<file path="src/rtl/fetch_unit.sv">
// fetch_unit: instruction fetch stage of the multicycle RISC-V core.
// Owns the PC, fetches words over a req/ack handshake into a holding buffer,
// and transfers the buffer into the instruction register on LoadIR.
module fetch_unit #(
    parameter int unsigned         PC_W     = 64,
    parameter logic [PC_W-1:0]     RESET_PC = '0
) (
    input  logic            clk,
    input  logic            reset,
    input  logic            PCWrite,
    input  logic            PCWriteCond,
    input  logic            PCSrc,
    input  logic            BranchOp,
    input  logic            Zero,
    input  logic [PC_W-1:0] ALUResult,
    input  logic [PC_W-1:0] ALUOut,
    input  logic            LoadIR,
    output logic            imem_req,
    output logic [PC_W-1:0] imem_addr,
    input  logic            imem_ack,
    input  logic [31:0]     imem_rdata,
    output logic [PC_W-1:0] PC,
    output logic [31:0]     instruction,
    output logic            ir_valid,
    output logic            fetch_busy,
    output logic            fetch_fault,
    output logic            ir_underflow
);

    typedef enum logic [1:0] {
        START,
        REQ,
        READY,
        FAULT
    } state_t;

    state_t          state_q, state_d;
    logic [PC_W-1:0] pc_q, pc_d;
    logic [PC_W-1:0] fetch_addr_q, fetch_addr_d;
    logic [31:0]     buf_q, buf_d;
    logic            stale_q, stale_d;
    logic [31:0]     instr_q, instr_d;
    logic            ir_valid_q, ir_valid_d;
    logic            ir_underflow_q, ir_underflow_d;
    logic            imem_req_q, imem_req_d;
    logic            fetch_busy_q, fetch_busy_d;
    logic            fetch_fault_q, fetch_fault_d;

    logic            pc_load;
    logic [PC_W-1:0] new_pc;
    logic            load_ok;
    logic            target_ok;

    // Next-state logic: PC update, fetch FSM, IR transfer and status flags
    always_comb begin
        pc_load   = PCWrite | (PCWriteCond & (Zero ^ BranchOp));
        new_pc    = PCSrc ? ALUOut : ALUResult;
        load_ok   = LoadIR && (state_q == READY);

        pc_d           = pc_load ? new_pc : pc_q;
        target_ok      = (pc_d[1:0] == 2'b00);
        state_d        = state_q;
        fetch_addr_d   = fetch_addr_q;
        buf_d          = buf_q;
        stale_d        = stale_q;
        instr_d        = load_ok ? buf_q : instr_q;
        ir_underflow_d = ir_underflow_q | (LoadIR && (state_q != READY));

        if (pc_load) begin
            ir_valid_d = 1'b0;
        end else if (load_ok) begin
            ir_valid_d = 1'b1;
        end else begin
            ir_valid_d = ir_valid_q;
        end

        // Fetch targets use pc_d so a PC write in the launching cycle
        // is never fetched from the old address.
        unique case (state_q)
            START: begin
                if (target_ok) begin
                    state_d      = REQ;
                    fetch_addr_d = pc_d;
                end else begin
                    state_d = FAULT;
                end
            end
            REQ: begin
                if (imem_ack) begin
                    if (stale_q || pc_load) begin
                        stale_d = 1'b0;
                        if (target_ok) begin
                            state_d      = REQ;
                            fetch_addr_d = pc_d;
                        end else begin
                            state_d = FAULT;
                        end
                    end else begin
                        buf_d   = imem_rdata;
                        state_d = READY;
                    end
                end else if (pc_load) begin
                    stale_d = 1'b1;
                end
            end
            READY: begin
                if (pc_load) begin
                    if (target_ok) begin
                        state_d      = REQ;
                        fetch_addr_d = pc_d;
                    end else begin
                        state_d = FAULT;
                    end
                end
            end
            FAULT: begin
                if (pc_load && target_ok) begin
                    state_d      = REQ;
                    fetch_addr_d = pc_d;
                end
            end
            default: state_d = START;
        endcase

        imem_req_d    = (state_d == REQ);
        fetch_busy_d  = (state_d != READY);
        fetch_fault_d = (state_d == FAULT);
    end

    // State and registered outputs
    always_ff @(posedge clk or posedge reset) begin
        if (reset) begin
            state_q        <= START;
            pc_q           <= RESET_PC;
            fetch_addr_q   <= RESET_PC;
            buf_q          <= '0;
            stale_q        <= 1'b0;
            instr_q        <= '0;
            ir_valid_q     <= 1'b0;
            ir_underflow_q <= 1'b0;
            imem_req_q     <= 1'b0;
            fetch_busy_q   <= 1'b1;
            fetch_fault_q  <= 1'b0;
        end else begin
            state_q        <= state_d;
            pc_q           <= pc_d;
            fetch_addr_q   <= fetch_addr_d;
            buf_q          <= buf_d;
            stale_q        <= stale_d;
            instr_q        <= instr_d;
            ir_valid_q     <= ir_valid_d;
            ir_underflow_q <= ir_underflow_d;
            imem_req_q     <= imem_req_d;
            fetch_busy_q   <= fetch_busy_d;
            fetch_fault_q  <= fetch_fault_d;
        end
    end

    assign imem_req     = imem_req_q;
    assign imem_addr    = fetch_addr_q;
    assign PC           = pc_q;
    assign instruction  = instr_q;
    assign ir_valid     = ir_valid_q;
    assign fetch_busy   = fetch_busy_q;
    assign fetch_fault  = fetch_fault_q;
    assign ir_underflow = ir_underflow_q;

endmodule
</file>
<file path="config.mk">
export PLATFORM = sky130hd
export DESIGN_NAME = fetch_unit
export DESIGN_NICKNAME = d
export VERILOG_FILES = /design/src/rtl/fetch_unit.sv
export SDC_FILE = /design/constraint.sdc
export NUM_CORES = 1
export LEC_CHECK = 0
export ABC_AREA = 0
export ABC_CLOCK_PERIOD_IN_PS = 9500
export CORE_AREA = 2 2 108 189
export DETAILED_ROUTE_END_ITERATION = 7
export DIE_AREA = 0 0 110 191
export GPL_ROUTABILITY_DRIVEN = 0
export MAX_ROUTING_LAYER = met4
export PLACE_DENSITY = 0.79
export SYNTH_ARGS = -nofsm -noshare
export SYNTH_HDL_FRONTEND = slang
export SYNTH_SLANG_ARGS = --single-unit
</file>
<file path="constraint.sdc">
create_clock -name clk -period 9.5 [get_ports clk]
set_input_delay 1.9 -clock clk [delete_from_list [all_inputs] [get_ports clk]]
set_output_delay 1.9 -clock clk [all_outputs]
set_load 0.02 [all_outputs]
</file>
Yosys cells after proc, flatten, opt, wreduce, memory -nomap -nowiden
Index checks and enable logic that the tools add are counted.

cells by class
  reductions and logical operators = 11
  bitwise logic cells = 5
  muxes and demuxes = 19
  equal/unequal tests = 12

operators by type and width
  operator                                               count
  2-to-1 mux 64 bit                                      7
  one-hot mux 64 bit (4 select lines)                    1
  inequality test 2 bit, second input constant           6
  2-to-1 mux 2 bit                                       5
  one-hot mux 2 bit (4 select lines)                     1
  equality test 2 bit, second input constant             3
  AND reduction 3 bit                                    2
  2-to-1 mux 1 bit                                       5
  equality test 2 x 1 -> 1 bit, second input constant    2
  zero test 2 bit                                        2
  AND reduction 4 bit                                    1
  nonzero test 2 bit                                     2
  logical AND 1 bit                                      3
  inequality test 2 x 1 -> 1 bit, second input constant  1
  bitwise OR 1 bit                                       2
  AND 1 bit                                              1
  logical OR 1 bit                                       1
  inverter 1 bit                                         1
  bitwise XOR 1 bit                                      1

storage, ports and cells
  output and inout port bits = 165
  word-level logic and storage cells = 58
  bits of input ports = 169
  register bits = 200

Logic depth before layout (Yosys ltp)
Gate-level depths: netlist of the first run.

  depth in word-level cells = 10
  mapped depth = 8
  gate-level depth less buffers = 5

Worst setup path after synthesis of the first run
No wires, ideal clock.

  path type = input port to flip-flop
  from = input port BranchOp
  to = register fetch_addr_q[10], in the netlist imem_addr[10]
  data required time = 9.375 ns
  path slack = 6.024 ns
  cell stages on the path = 8
  data arrival time = 3.351 ns
  library setup time = 0.125 ns
  path buffers = 3
  path through = xor2_1 > a21oi_2 > buf_4 > mux2i_1 > a21o_1 > buf_6 > buf_6 > mux2_4

on the way
  cells in the longest elaborated chain, start to end = 9
  elaborated cells on any way between the ends = 17
  classes of those cells = eq/ne (3); mux (7); bitwise (3); reduce/logical (4)

ends and longest elaborated chain
  what                                 line         RTL
  start, declared                      13           input logic BranchOp,
  bitwise XOR 1 bit *                  56           pc_load = PCWrite | (PCWriteCond & (Zero ^ BranchOp));
  AND 1 bit *                          56
  bitwise OR 1 bit *                   56
  2-to-1 mux 64 bit                    60           pc_d = pc_load ? new_pc : pc_q;
  zero test 2 bit                      61           target_ok = (pc_d[1:0] == 2'b00);
  2-to-1 mux 64 bit                    81, 92, 108
  2-to-1 mux 64 bit                    90           if (stale_q || pc_load) begin
  2-to-1 mux 64 bit                    89           if (imem_ack) begin
  one-hot mux 64 bit (4 select lines)  79           unique case (state_q)
  end signal, assigned                 147          fetch_addr_q <= fetch_addr_d;
  end, declared                        39           logic [PC_W-1:0] fetch_addr_q, fetch_addr_d;

Mark *: on every way between the ends. The rest lies on a longest branch, timed or not. The select of a mux whose other input is x is not followed.
A chain may end at the register's enable or synchronous reset.

Worst setup path after layout of the first run
  from = input port BranchOp
  to = register fetch_addr_q[59], in the netlist imem_addr[59]

Same word-level chain as after synthesis.

==> reports/qor.csv, run 1 <==
metric,value,unit
Crit. End Element,flip-flop,
CTS Root Cell,clkbuf_16,
worst hold path depth,1,
Vias per Instance,4.868,
die height,191,microns
grt ovf,0,
switching power,1.117,mW
sequential share of power,0.385,
Final Skew,8.112,ps
Tcrit/Tclk final,0.5086,
Max Transition Viols Final,0,
Avg Inst Size Synth,14.12,sq um
Layout Cells excl Fill,1166,
Clk pwr share,0.219,
Port Buf Inserts,333,
Overall Power,3.453,mW
gr usage total,0.2167,
largest net degree at the start of global routing,122,
Ys Warns,0,
clk sink count,200,
via count,5676,
Post-DP Area,11750,sq um
# setup viols final,0,
Hold Path Class,flip-flop to flip-flop,
clock tree buffer depth,2,
share of cells above drive strength 1,0.1846,
register area share after synthesis,0.6083,
final instance area,12360,sq um
setup bufs post-CTS,0,
VDD IR max,183.0,uV
number of global-route vias before repair,6050,
worst setup margin,4668,ps
final setup TNS,0,ps
Die Span X,110,microns
Hold WS,484.1,ps
Final Util,0.6343,
"slowest stage delay, CP",630,ps
1st-pass router iterations,4,
CTS Buf Count,17,
max cap viols,0,
Detailed Route Iter0 Violations,204,
minimum clock period,4832,ps
min-delay src,ir_underflow$_DFF_PP0_,
RR Startpoint,state_q[1]$_DFF_PP0_,
CP most frequent cell,buf_4,
hold endpoint,ir_underflow$_DFF_PP0_,
PwrDens,279.4,nW/um^2
Final Hold Viols,0,
antenna cells,0,
clk slew on worst S/H paths,80,ps
Row Count,68,
Switching Share,0.3234,
CP Data Required Time,9820,ps
initial core utilization,0.4224,
flop-to-flop setup slack,7070,ps
wire per inst,18.60,microns
critical path startpoint category,input port,
mapped cell area,8229,sq um
initial antenna violation count,0,
I/O pins,334,
hold_buf cts,0,
Yosys reg bits,200,
fin nets,1077,
static leakage,5.576,nW
Crit-path slowest cell,buf_4,
Least-Margin Pin Slew,1011,ps
Slew headroom,0.3260,
Post-DP HPWL,15930,microns
worst reg2reg endpoint,imem_addr[59]$_DFFE_PP0P_,
Post-CTS Resized,0,
Post-Syn Instances,583,
Final ANT Viol Nets,0,
routed wire length,21680,microns
CP Max Fanout,75,
cell count after placement,1134,
CTS tree,done,
htree depth,4,
# DRC,0,
Worst EP arrival,5150,ps
Core Region,19480,sq um
Int Pwr,2.336,mW
Area Growth Syn to Fin,50.19,%
Placement Setup Slack,4164,ps
R2R depth,5,
RSZ-0062 raised after global routing,no,
status,"complete, no violations",
path type of the worst setup path,input port to flip-flop,
worst-skew pair later-pin latency,430,ps
fmax,0.2070,GHz
DIE AREA,21010,sq um
global-route wire length before repair,32890,microns
Synthesized Nets,752,
crit path cell chain,"clkdlybuf4s50_1, xor2_1, a21oi_4, buf_4, mux2i_1, a21o_4, buf_4, mux2_2",
Yosys cell types,25,
combinational share of power,0.396,
-- worst max path at each step --
stage / cells past startpoint / slack [ps] / to / start
2_1_floorplan: 1 / 2150 / PC[0]$_DFF_PP0_ / reset
3_3_place_gp: 8 / 4200 / imem_addr[62]$_DFFE_PP0P_ / BranchOp
3_5_place_dp: 8 / 4160 / imem_addr[59]$_DFFE_PP0P_ / BranchOp
4_1_cts: 8 / 4650 / imem_addr[59]$_DFFE_PP0P_ / BranchOp
5_1_grt: 8 / 4450 / imem_addr[62]$_DFFE_PP0P_ / BranchOp
6_report: 8 / 4670 / imem_addr[59]$_DFFE_PP0P_ / BranchOp
-- synth_stat cells (all sizes together) --
| library cell | number | area, sq um |
|---|---|---|
| o32ai | 1 | 8.760 |
| dfrtp | 199 | 4980 |
| a21o | 3 | 22.52 |
| dfstp | 1 | 26.28 |
| mux2 | 126 | 1637 |
| xor2 | 1 | 8.760 |
| a21oi | 6 | 33.78 |
| mux2i | 65 | 650.6 |
| buf | 20 | 146.4 |
| o21ai | 66 | 330.3 |
| nor3 | 2 | 15.01 |
| o22ai | 1 | 6.260 |
| inv | 3 | 11.26 |
| nand2 | 65 | 244.0 |
| nand3b | 1 | 7.510 |
| and2 | 2 | 12.51 |
| nor2b | 1 | 6.260 |
| clkbuf | 14 | 52.55 |
| nand2b | 3 | 18.77 |
| nor2 | 3 | 11.26 |
-- critical path, delay by kind of cell --
kind,cells,cell delay [ps]
AOI/OAI and AO/OA,2,640
xor gates and xnor gates,1,200
buffers and inverters,3,1570
muxes,2,780
-- state kept, by name, indices dropped and copies added, names as in the netlist --
name	flops
imem_req	1
buf_q	32
stale_q	1
ir_valid	1
ir_underflow	1
instruction	32
PC	64
imem_addr	64
fetch_fault	1
fetch_busy	1
state_q	2
-- cells by family (layout without fill, tap and decap cells) --
family | count (synthesis) | count (layout) | synth area share
flip-flops | 200 | 200 | 0.6083
multiplexers | 191 | 191 | 0.2779
AO/OA/AOI/OAI | 77 | 77 | 0.04881
AND/OR/NAND/NOR | 77 | 77 | 0.03832
buffers and inverters | 37 | 375 | 0.02554
XOR/XNOR | 1 | 1 | 0.001065
-- power by group through the flow --
stage	Clock, mW	Sequential [mW]	Combinational, mW
2_1_floorplan	0	1.61	0.421
3_3_place_gp	0	1.33	1.36
3_5_place_dp	0	1.34	1.38
4_1_cts	0.777	1.33	1.39
5_1_grt	0.809	1.37	1.44
6_report	0.757	1.33	1.37
-- cell type report --
class	count	area [sq um]
fill	1501	7124
sequential	200	5006
timing repair buffer	340	3383
multi-input combinational	346	3034
clock buffer	18	429.2
tap	245	306.5
clock inverter	14	181.4
inverter	3	18.77
-- cell usage in the layout (no fill, tap or decap) --
cell | Yosys | layout
inv_8 | 0 | 2
mux2_2 | 68 | 68
xor2_1 | 1 | 1
a21o_4 | 0 | 1
dfstp_2 | 1 | 1
clkbuf_1 | 14 | 1
mux2i_1 | 65 | 65
dfrtp_1 | 199 | 199
nand3b_1 | 1 | 1
a21oi_4 | 0 | 1
clkinv_2 | 0 | 2
o32ai_1 | 1 | 1
nor3_4 | 0 | 1
nor3_1 | 1 | 1
o21ai_0 | 66 | 66
clkbuf_16 | 0 | 17
bufinv_16 | 0 | 3
inv_1 | 3 | 2
clkinv_4 | 0 | 1
a21oi_1 | 5 | 5
and2_1 | 2 | 2
mux2_4 | 58 | 58
clkdlybuf4s50_1 | 0 | 332
nor2b_1 | 1 | 1
o22ai_1 | 1 | 1
buf_4 | 1 | 8
nand2_1 | 65 | 65
inv_6 | 0 | 7
nand2b_1 | 3 | 3
nor2_1 | 3 | 3
a21o_1 | 3 | 2
-- layer usage --
layer  up-vias  GRT usage  part of all wire
met2       199     0.3655              0.53
met5         -          -                 0
li1       2680          -                 -
met4         0    0.09981             0.034
met3        35    0.03887             0.052
met1      2762     0.2462              0.38
Power figures use the tool's default switching activity.
==> run 2: changes to the inputs <==
ABC_CLOCK_PERIOD_IN_PS = 4800   (was 9500)
clock period = 4.8 ns   (was 9.5 ns; I/O delays follow)
==> run 2 against run 1 <==
Compared with the run above:
- non-clock buffer count up 3
- clock power up 82%
- clock skew up 1.8 ps
- die area unchanged
- worst setup slack worse by 3000 ps
- highest routed layer unchanged
==> reports/qor.csv, run 2 (synthesis gave the netlist of run 1 again) <==
metric,value,unit
CTS tree,done,
RSZ-0062 raised after global routing,no,
Tcrit/Tclk final,0.6571,
grt ovf,0,
Overall Power,6.731,mW
Post-CTS Resized,0,
Placement Setup Slack,1176,ps
path type of the worst setup path,input port to flip-flop,
setup bufs post-CTS,0,
launch point of the worst path,Zero,
Met2 Routed Length,11960,microns
Detailed Route Iter0 Violations,163,
DR top layer,met4,
final setup TNS,0,ps
clk slew on worst S/H paths,70,ps
status,"complete, no violations",
Post-DP HPWL,16780,microns
fin nets,1080,
met1 WL,8198,microns
Hold Path Class,flip-flop to flip-flop,
RR Startpoint,state_q[0]$_DFF_PP0_,
Hold WS,462.8,ps
Slew headroom,0.3607,
Least-Margin Pin Slew,959.0,ps
worst hold path depth,1,
CTS Buf Count,17,
static leakage,5.548,nW
via count,5713,
final instance area,12350,sq um
clk sink count,200,
most frequent cells in the layout,"332 x clkdlybuf4s50_1, 199 x dfrtp_1, 68 x mux2_2",
Vias per Instance,4.887,
worst setup margin,1646,ps
critical path startpoint category,input port,
cell count after placement,1137,
min-delay src,ir_underflow$_DFF_PP0_,
fmax,0.3170,GHz
die height,191,microns
# DRC,0,
minimum clock period,3154,ps
htree depth,4,
met3 wire len,1351,microns
VDD IR max,384.5,uV
Final ANT Viol Nets,0,
Max Transition Viols Final,0,
largest net degree at the start of global routing,123,
initial core utilization,0.4224,
hold_buf cts,0,
share of cells above drive strength 1,0.1842,
max cap viols,0,
initial antenna violation count,0,
number of global-route vias before repair,6015,
routed wire length,22450,microns
CP Data Required Time,5110,ps
Final Skew,9.873,ps
"leading cell type in the layout, fill and taps excluded",clkdlybuf4s50_1,
wire per inst,19.20,microns
Crit. End Element,flip-flop,
Final Hold Viols,0,
PwrDens,545.2,nW/um^2
1st-pass router iterations,4,
Port Buf Inserts,333,
Die Span X,110,microns
# setup viols final,0,
worst-skew pair later-pin latency,430,ps
I/O pins,334,
Core Region,19480,sq um
clock tree buffer depth,2,
Layout Cells excl Fill,1169,
gr usage total,0.2204,
Row Count,68,
Final Util,0.6336,
CTS Root Cell,clkbuf_16,
CP Max Fanout,89,
Area Growth Syn to Fin,50.02,%
R2R depth,5,
Post-DP Area,11780,sq um
DIE AREA,21010,sq um
Worst EP arrival,3470,ps
global-route wire length before repair,33140,microns
run 2: cell types whose count changed in the layout (fill, tap and decap cells not counted), sizes merged:
cell | before | now
diode | 0 | 1
clkbuf | 18 | 20
buf | 8 | 11
clkinvlp | 0 | 5
bufinv | 3 | 2
inv | 11 | 3
clkinv | 3 | 4
run 2: final timing paths:
path / endpoint / slack [ps]
setup / recovery: imem_addr[29]$_DFFE_PP0P_ / 1650
hold / removal: ir_underflow$_DFF_PP0_ / 460
setup reg to reg: buf_q[17]$_DFFE_PP0P_ / 2440
hold reg to reg: ir_underflow$_DFF_PP0_ / 460
max in group asynchronous: PC[20]$_DFF_PP0_ / 2930
min in group asynchronous: buf_q[2]$_DFFE_PP0P_ / 1040
run 2: layout make-up:
type	instances	area (sq um)
Clock buffer	20	436.7
Fill cell	1504	7138
Antenna cell	1	2.502
Timing Repair Buffer	343	3418
Inverter	3	15.01
Sequential cell	200	5006
Clock inverter	11	126.4
Multi-Input combinational cell	346	3034
Tap cell	245	306.5
run 2: worst max-delay path: stages:
cell and delay (ps):
clkdlybuf4s50_1 440, xor2_1 200, a21oi_4 190, buf_4 660
buf_4 470, o21ai_0 210, mux2_4 310
run 2: where the power goes:
| part | switching (mW) | total [mW] | internal, mW |
|---|---|---|---|
| registers | 0.346 | 2.64 | 2.29 |
| clock network | 0.618 | 1.38 | 0.766 |
| logic | 1.21 | 2.71 | 1.50 |
run 2: metal layers:
layer	vias up	global-route usage
met2	202	0.3686
met4	0	0.1139
met1	2778	0.2380
li1	2684	-
met5	-	-
met3	49	0.05421
